File: src/rtl/alu_control_mc.sv
// alu_control_mc: registered ALU control unit between ID/EX decode and execute.
// Decodes ALUOp/Funct/MExt into an ALU operation code covering RV32I ALU ops and
// (optionally) RV32M MUL/DIV/REM, and sequences multi-cycle ops by stalling the
// pipeline until the iterative datapath result is due.
//
// Ports:
//   clk        clock, all state on rising edge
//   reset      synchronous, active-high
//   flush      synchronous pipeline flush; drops in-flight and coincident ops
//   in_valid   decoded instruction present
//   in_ready   ~stall; accept on in_valid & in_ready
//   ALUOp      00 ld/st/imm, 01 branch, 10 R-type, 11 reserved
//   Funct      {funct7[5], funct3}
//   MExt       funct7[0], selects RV32M
//   Operation  registered ALU op code (zero-extended to OP_W)
//   out_valid  Operation valid for EX this cycle
//   illegal    registered: last accepted combination was undefined
//   stall      multi-cycle op in progress
module alu_control_mc #(
    parameter int unsigned OP_W       = 4,
    parameter bit          ENABLE_M   = 1'b1,
    parameter int unsigned MUL_CYCLES = 4,
    parameter int unsigned DIV_CYCLES = 16
) (
    input  logic            clk,
    input  logic            reset,
    input  logic            flush,
    input  logic            in_valid,
    output logic            in_ready,
    input  logic [1:0]      ALUOp,
    input  logic [3:0]      Funct,
    input  logic            MExt,
    output logic [OP_W-1:0] Operation,
    output logic            out_valid,
    output logic            illegal,
    output logic            stall
);

    localparam int unsigned MaxCycles = (MUL_CYCLES > DIV_CYCLES) ? MUL_CYCLES : DIV_CYCLES;
    localparam int unsigned CntW      = (MaxCycles > 2) ? $clog2(MaxCycles) : 1;

    localparam logic [CntW-1:0] MulCnt = CntW'(MUL_CYCLES - 1);
    localparam logic [CntW-1:0] DivCnt = CntW'(DIV_CYCLES - 1);

    localparam logic [3:0] OpAnd  = 4'b0000;
    localparam logic [3:0] OpOr   = 4'b0001;
    localparam logic [3:0] OpAdd  = 4'b0010;
    localparam logic [3:0] OpXor  = 4'b0011;
    localparam logic [3:0] OpSlt  = 4'b0100;
    localparam logic [3:0] OpSltu = 4'b0101;
    localparam logic [3:0] OpSub  = 4'b0110;
    localparam logic [3:0] OpSll  = 4'b0111;
    localparam logic [3:0] OpSrl  = 4'b1000;
    localparam logic [3:0] OpSra  = 4'b1001;
    localparam logic [3:0] OpMul  = 4'b1010;
    localparam logic [3:0] OpDiv  = 4'b1011;
    localparam logic [3:0] OpRem  = 4'b1100;

    typedef enum logic [0:0] {StIdle, StBusy} state_e;

    state_e          state_q, state_d;
    logic [CntW-1:0] cnt_q, cnt_d;
    logic [OP_W-1:0] op_q, op_d;
    logic            illegal_q, illegal_d;
    logic            out_valid_q, out_valid_d;

    logic [2:0]      funct3;
    logic [3:0]      dec_op;
    logic            dec_illegal;
    logic            dec_multi;
    logic [CntW-1:0] dec_cnt;

    assign funct3 = Funct[2:0];

    // Illegal combinations leave dec_op at ADD so EX always sees a harmless op.
    always_comb begin
        dec_op      = OpAdd;
        dec_illegal = 1'b0;
        dec_multi   = 1'b0;
        dec_cnt     = '0;
        case (ALUOp)
            2'b00: begin
                if (funct3 == 3'b001) dec_op = OpSll;
            end
            2'b01: begin
                if (funct3 == 3'b010 || funct3 == 3'b011) dec_illegal = 1'b1;
                else                                      dec_op      = OpSub;
            end
            2'b10: begin
                if (MExt) begin
                    if (ENABLE_M) begin
                        case (funct3)
                            3'b000: begin dec_op = OpMul; dec_multi = 1'b1; dec_cnt = MulCnt; end
                            3'b100: begin dec_op = OpDiv; dec_multi = 1'b1; dec_cnt = DivCnt; end
                            3'b110: begin dec_op = OpRem; dec_multi = 1'b1; dec_cnt = DivCnt; end
                            default: dec_illegal = 1'b1;
                        endcase
                    end else begin
                        dec_illegal = 1'b1;
                    end
                end else begin
                    case (Funct)
                        4'b0000: dec_op = OpAdd;
                        4'b1000: dec_op = OpSub;
                        4'b0111: dec_op = OpAnd;
                        4'b0110: dec_op = OpOr;
                        4'b0100: dec_op = OpXor;
                        4'b0001: dec_op = OpSll;
                        4'b0101: dec_op = OpSrl;
                        4'b1101: dec_op = OpSra;
                        4'b0010: dec_op = OpSlt;
                        4'b0011: dec_op = OpSltu;
                        default: dec_illegal = 1'b1;
                    endcase
                end
            end
            default: dec_illegal = 1'b1;
        endcase
    end

    always_comb begin
        state_d     = state_q;
        cnt_d       = cnt_q;
        op_d        = op_q;
        illegal_d   = illegal_q;
        out_valid_d = 1'b0;
        if (flush) begin
            // Flush wins over any coincident accept; Operation/illegal hold.
            state_d = StIdle;
            cnt_d   = '0;
        end else begin
            case (state_q)
                StIdle: begin
                    if (in_valid) begin
                        op_d      = OP_W'(dec_op);
                        illegal_d = dec_illegal;
                        if (dec_multi) begin
                            state_d = StBusy;
                            cnt_d   = dec_cnt;
                        end else begin
                            out_valid_d = 1'b1;
                        end
                    end
                end
                StBusy: begin
                    cnt_d = cnt_q - CntW'(1);
                    if (cnt_q == CntW'(1)) begin
                        state_d     = StIdle;
                        out_valid_d = 1'b1;
                    end
                end
                default: state_d = StIdle;
            endcase
        end
    end

    always_ff @(posedge clk) begin
        if (reset) begin
            state_q     <= StIdle;
            cnt_q       <= '0;
            op_q        <= OP_W'(OpAdd);
            illegal_q   <= 1'b0;
            out_valid_q <= 1'b0;
        end else begin
            state_q     <= state_d;
            cnt_q       <= cnt_d;
            op_q        <= op_d;
            illegal_q   <= illegal_d;
            out_valid_q <= out_valid_d;
        end
    end

    assign in_ready  = (state_q == StIdle);
    assign stall     = (state_q == StBusy);
    assign Operation = op_q;
    assign illegal   = illegal_q;
    assign out_valid = out_valid_q;

endmodule

File: config.mk
export PLATFORM = sky130hd
export DESIGN_NAME = alu_control_mc
export DESIGN_NICKNAME = d
export VERILOG_FILES = /design/src/rtl/alu_control_mc.sv
export SDC_FILE = /design/constraint.sdc
export NUM_CORES = 1
export LEC_CHECK = 0
export BUFFER_PORTS_ARGS = -buffer_cell sky130_fd_sc_hd__buf_2
export CAP_MARGIN = 20
export CORE_MARGIN = 3
export CORE_UTILIZATION = 35
export DETAILED_ROUTE_END_ITERATION = 8
export PLACE_DENSITY = 0.63
export SLEW_MARGIN = 20
export SYNTH_ARGS = -nofsm -noshare
export SYNTH_HDL_FRONTEND = slang
export SYNTH_SLANG_ARGS = --single-unit
File: constraint.sdc
create_clock -name clk -period 1.6 [get_ports clk]
set_input_delay 0.08 -clock clk [delete_from_list [all_inputs] [get_ports clk]]
set_output_delay 0.08 -clock clk [all_outputs]
set_load 0.005 [all_outputs]
==> impl_metrics.toml, run 1 <==
[power]
leakagePower_uw = 0.000348
power_density_nw_per_um2 = 665
fin_total_pwr_uw = 578
ir_drop_uv = 330

[cts]
clock_latency_ns = 0.28
post_cts_buffers = 0
clock_path_buffers = 2
cts-root-buf = "clkbuf_4"
cts_buffers = 3
cts_tree = "done"
htree_levels = 1
hold_buffers = 0
cts-resized-gates = 0
clkTransAtPathRegs_ns = 0.07
cts_num_sinks = 11

[setup_path]
cp-startpoint = "stall"
critPathRequiredTime_ns = 1.77
r2r_start = "stall"
slowest_stage = "dfxtp_1"
start_kind = "flop"
end_kind = "flop"
path_cells = "inv_1 -> nand3_1 -> o41ai_1"
cpPeakStageDelay_ns = 0.40
cp_max_fo = 9
critPathArrivalTime_ns = 1.44
worstSetupPathType = "flop to flop"

[layout]
final_util = 0.438
antenna_cells = 0
layout.nets = 125
layout-drive-gt1-share = 0.234
n_fill_cell = 202
area_growth_syn_to_layout_pct = 17.0

[drt]
first_pass_iters = 4
vias_per_cell = 5.27
vias = 727
drt_iter0_markers = 13
totalWireLength_um = 1650
drc = 0
ant_nets = 0
wl_per_cell_um = 11.9

[yosys]
synth_fp_nets = 107
synth_top_area_cell = "dfxtp_1"
yosys_warnings = 0
synthTopCellsByArea = "dfxtp_1 30%, a21oi_1 5.4%, nor2_1 4.6%, inv_1 3.5%, a211oi_2 3.4%"
syn_inst = 94
yosys_register_bits = 11
async_flop_share = 0
syn_avg_cell_area_um2 = 7.89
netlist.area_leader.share = 0.297
synth_ff_type = "dfxtp_1"
synth-edff-count = 0
synth_area_um2 = 742
yosysUniqueCellTypes = 37
ys_seq_area_frac = 0.297

[die]
rows = 16
ios = 19
die_area_um2 = 2710
die_y_um = 52.0
die_w_um = 52.0
core_area_um2 = 1980
initial_core_util = 0.374

[sta]
period_minus_slack_ns = 1.26
min_period_over_period = 0.790
tns_ns = 0
clock.fmax_mhz = 791
finalHoldViolations = 0
finalMaxSlewViolations = 0
tightest_slew_ns = 0.417
setup_viol = 0
clock_skew_ns = 0.00542
rsz0062_at_grt = "false"
holdWs_ns = 0.0596
slew_headroom = 0.715

[placed_design]
place.port_buffers = 18
dpl.hpwl_um = 1290
gp_congestion = 0.873

[grt]
grt_overflow_total = 0
grt_pass1_vias = 710
grtUsageTotal = 0.144
antenna_found_initial = 0
grt_pass1_wl_um = 2910
grt_start_max_net_pins = 14

[job]
maxCapViolations = 0

[status]
outcome = "finished clean"

[hold_path]
hold_start = "reset"
hold_class = "input port to flop"
==> cell usage in the layout, fill, tap and decap left out, types with 2 or more instances in the layout <==
| master | count |
|---|---|
| a211oi_2 | 2 |
| a21o_1 | 2 |
| a21oi_1 | 8 |
| and2b_1 | 2 |
| buf_2 | 18 |
| clkbuf_4 | 3 |
| dfxtp_1 | 11 |
| ha_1 | 2 |
| inv_1 | 7 |
| nand2_1 | 4 |
| nand2b_1 | 2 |
| nand3_1 | 5 |
| nand3b_1 | 3 |
| nand4b_1 | 2 |
| nor2_1 | 9 |
| nor3_1 | 4 |
| nor3b_1 | 2 |
| o21ai_0 | 4 |
| o21ai_1 | 2 |
==> critical path, delay by kind of cell, from the launching register on <==
kind                   cells  cell delay, ns
and+or+nand+nor            1            0.20
AOI/OAI and AO/OA          1            0.36
buffers and inverters      1            0.20
DFF                        1            0.40
==> kinds of logic (layout without fill, tap and decap cells) <==
kind of cell    count (synthesis)  after routing  share of synthesized area
flops                          11             11                      0.297
buf+inv                        12             29                     0.0675
simple gates                   39             39                      0.307
fa+ha+maj                       2              2                     0.0337
compound gates                 30             30                      0.295
==> synth_stat cells (3+ instances only) <==
cell type and count:
nor2_1 9, nand2_1 4, nor3_1 4, buf_2 4
inv_1 7, a21oi_1 8, dfxtp_1 11, nand3b_1 3
o21ai_0 4, nand3_1 5
==> metrics by stage <==
step           std cells  worst slack (ns)  area [µm²]
5_1_grt              138             0.197         868
3_3_place_gp         134             0.361         842
2_1_floorplan         94             0.432         742
3_5_place_dp         134             0.333         842
4_1_cts              138             0.330         868
6_report             138             0.336         868
==> layout make-up <==
type / count / area (µm²) / area share
inverter: 7 / 26.3 / 0.0303
timing repair buffer: 18 / 90.1 / 0.104
multi-input combinational: 71 / 472 / 0.543
clock buffer: 4 / 26.3 / 0.0303
tap: 27 / 33.8 / 0.0389
sequential: 11 / 220 / 0.254
==> flip-flops by register name, indices dropped and copies added, names as in the netlist <==
signal	cells
Operation	4
cnt_q	4
illegal	1
out_valid	1
stall	1
==> worst paths after layout <==
path | depth (start not counted) | slack (ns) | to
setup / recovery | 3 | 0.34 | illegal
hold / removal | 2 | 0.06 | Operation[0]
hold reg to reg | 2 | 0.45 | Operation[3]
setup reg to reg | 3 | 0.34 | illegal
==> metal layers <==
metal	routed length, µm	global-route usage	vias up
met5	0	0	-
met4	34	0.0742	0
met3	76	0.0516	6
met2	760	0.232	12
met1	776	0.164	329
li1	-	-	380
==> power breakdown <==
group	leakage [µW]	switching [µW]	internal (µW)
clock	0.0000150	98.2	96.7
combinational	0.000244	59.2	41.3
sequential	0.0000892	2.82	280
total	0.000348	160	418
(Power assumes the default switching activity.)
==> run 2: changes to the inputs <==
- ABC_AREA: unset -> 1
- PLACE_DENSITY: 0.63 -> 0.62
- clock period: 1.6 -> 1.2 ns (I/O delays scaled with it)
==> impl_metrics.toml, run 2 <==
[power]
fin_total_pwr_uw = 799
ir_drop_uv = 692
leakagePower_uw = 0.000459
power_density_nw_per_um2 = 860

[drt]
ant_nets = 0
drt_iter0_markers = 12
wl_per_cell_um = 10.8
vias = 847
vias_per_cell = 5.10
totalWireLength_um = 1800
drc = 0
first_pass_iters = 4

[die]
die_w_um = 52.9
die_area_um2 = 2800
die_y_um = 52.9
ios = 19
core_area_um2 = 2020
rows = 16
initial_core_util = 0.381

[setup_path]
r2r_start = "cnt_q[0]"
path_cells = "inv_1 -> ha_1 -> xnor2_1 -> o21ai_1 -> nand2_1 -> a21oi_2"
critical_path_buf_inv_count = 1
end_kind = "flop"
crit_end = "cnt_q[2]"
reg2reg_slack_ns = 0.08
cp_max_fo = 4
critPathTopFamily = "flip-flops"
rr_worst_depth = 6
r2r_end = "cnt_q[2]"
start_kind = "flop"
critPathArrivalTime_ns = 1.33
crit_cells = 6
critPathRequiredTime_ns = 1.41
slowest_stage = "dfxtp_1"
cp-startpoint = "cnt_q[0]"
worstSetupPathType = "flop to flop"
cpPeakStageDelay_ns = 0.34

[yosys]
ys_seq_area_frac = 0.286
yosysUniqueCellTypes = 24
yosys_register_bits = 11
syn_avg_cell_area_um2 = 6.64
synthTopCellsByArea = "dfxtp_1 29%, nand2_1 14%, inv_1 7.8%, nand3_1 7.1%, o21ai_0 5.8%"
synth_area_um2 = 771
synth_ff_type = "dfxtp_1"
synth_most_common_cell = "nand2_1"
syn_inst = 116
netlist.area_leader.share = 0.286
synth-edff-count = 0
yosys_warnings = 0
synth_top_area_cell = "dfxtp_1"
synth_fp_nets = 129
yosys-top-cells-count = "28 x nand2_1, 16 x inv_1, 11 x dfxtp_1, 11 x nand3_1, 9 x o21ai_0"
async_flop_share = 0

[sta]
setup_viol = 0
tightest_slew_ns = 0.339
tns_ns = 0
period_minus_slack_ns = 1.12
finalMaxSlewViolations = 0
rsz0062_at_grt = "false"
slew_headroom = 0.773
min_period_over_period = 0.933
finalHoldViolations = 0
clock_skew_ns = 0.00483
clock.fmax_mhz = 893

[grt]
busiest_layer = "met2"
grt_start_max_net_pins = 9
antenna_found_initial = 0
grt_util_met3 = 0.0620
grt_util_met1 = 0.180
grt_pass1_vias = 729
grt_overflow_total = 0
grt_pass1_wl_um = 3040
grtUsageTotal = 0.147
grt_util_met2 = 0.242

[placed_design]
dpl.hpwl_um = 1420
place.port_buffers = 18
gp_congestion = 0.800

[cts]
htree_levels = 1
cts-root-buf = "clkbuf_4"
clock_latency_ns = 0.27
cts_num_sinks = 11
clkTransAtPathRegs_ns = 0.07
cts_tree = "done"
cts_buffers = 3
clock_path_buffers = 2
post_cts_buffers = 0

[layout]
final_cell_mix = "28 x nand2_1, 18 x buf_2, 16 x inv_1, 11 x nand3_1, 10 x dfxtp_1"
area_growth_syn_to_layout_pct = 20.5
final_common_cell = "nand2_1"
antenna_cells = 0
layout.nets = 153
layout-drive-gt1-share = 0.273

[status]
outcome = "finished clean"

[hold_path]
hold_class = "input port to flop"

[job]
maxCapViolations = 0
==> run 2: changes by cell type in the layout (fill, tap and decap cells not counted), sizes merged, moves of 3 or more <==
cell and change:
a211oi -3, inv +13, nand2 +25, nand3 +6, nand4 +4, o21ai +5
==> run 2: layout make-up <==
cell class | instances | area [µm²]
fill | 221 | 1090
tap | 27 | 33.8
multi-input combinational | 84 | 464
inverter | 20 | 75.1
clock buffer | 4 | 26.3
sequential | 11 | 221
timing repair buffer | 20 | 108
==> run 2: metrics by stage <==
stage	hold WS [ns]	cell area (µm²)	worst slack, ns	std cells	util
after floorplan	0.122	771	0.128	116	-
after global placement	0.253	891	0.104	161	0.441
after detailed placement	0.255	891	0.0570	161	0.441
after CTS	0.0512	927	0.0385	166	0.459
after global routing	0.0551	928	0.0107	166	0.459
final	0.0593	928	0.0805	166	0.459
==> run 2: cells by family after synthesis <==
kind of cell    share of synthesized area
compound gates                      0.177
xor+xnor                           0.0114
fa+ha+maj                          0.0325
buf+inv                             0.112
flops                               0.286
simple gates                        0.381
==> run 2: how the worst min path moves through the flow <==
stage               cells past startpoint     start            to
floorplan                               1     reset  Operation[2]
detailed placement                      2     reset  Operation[2]
CTS                                     3  in_valid     out_valid
finish                                  3  in_valid     out_valid
global placement                        2     reset  Operation[2]
global route                            3  in_valid     out_valid
==> run 2: what timing repair did <==
item	4_1_cts	5_1_grt
hold buffers	1	0
endpoints found under the setup margin	0	2
resized for setup	0	2
endpoints found under the hold margin	1	0
==> run 2: per-layer routing <==
metal,vias to the layer above,wire (µm)
li1,431,-
met1,395,812
met2,19,847
met3,2,126
met4,0,9
met5,-,0
==> run 2: power breakdown <==
part           leakage, µW  switching, µW  internal (µW)
clock network    0.0000150            124            129
registers        0.0000901           5.40            377
logic             0.000354            102           61.5
total             0.000459            231            568
==> run 2: worst register-to-register path: cells and delay by family (launching register included) <==
kind                     cells  cell delay (ns)
AO/OA/AOI/OAI                2             0.23
buffers and inverters        1             0.08
flip-flops                   1             0.34
XOR/XNOR                     1             0.12
adder cells (fa/ha/maj)      1             0.21
AND/OR/NAND/NOR              1             0.08
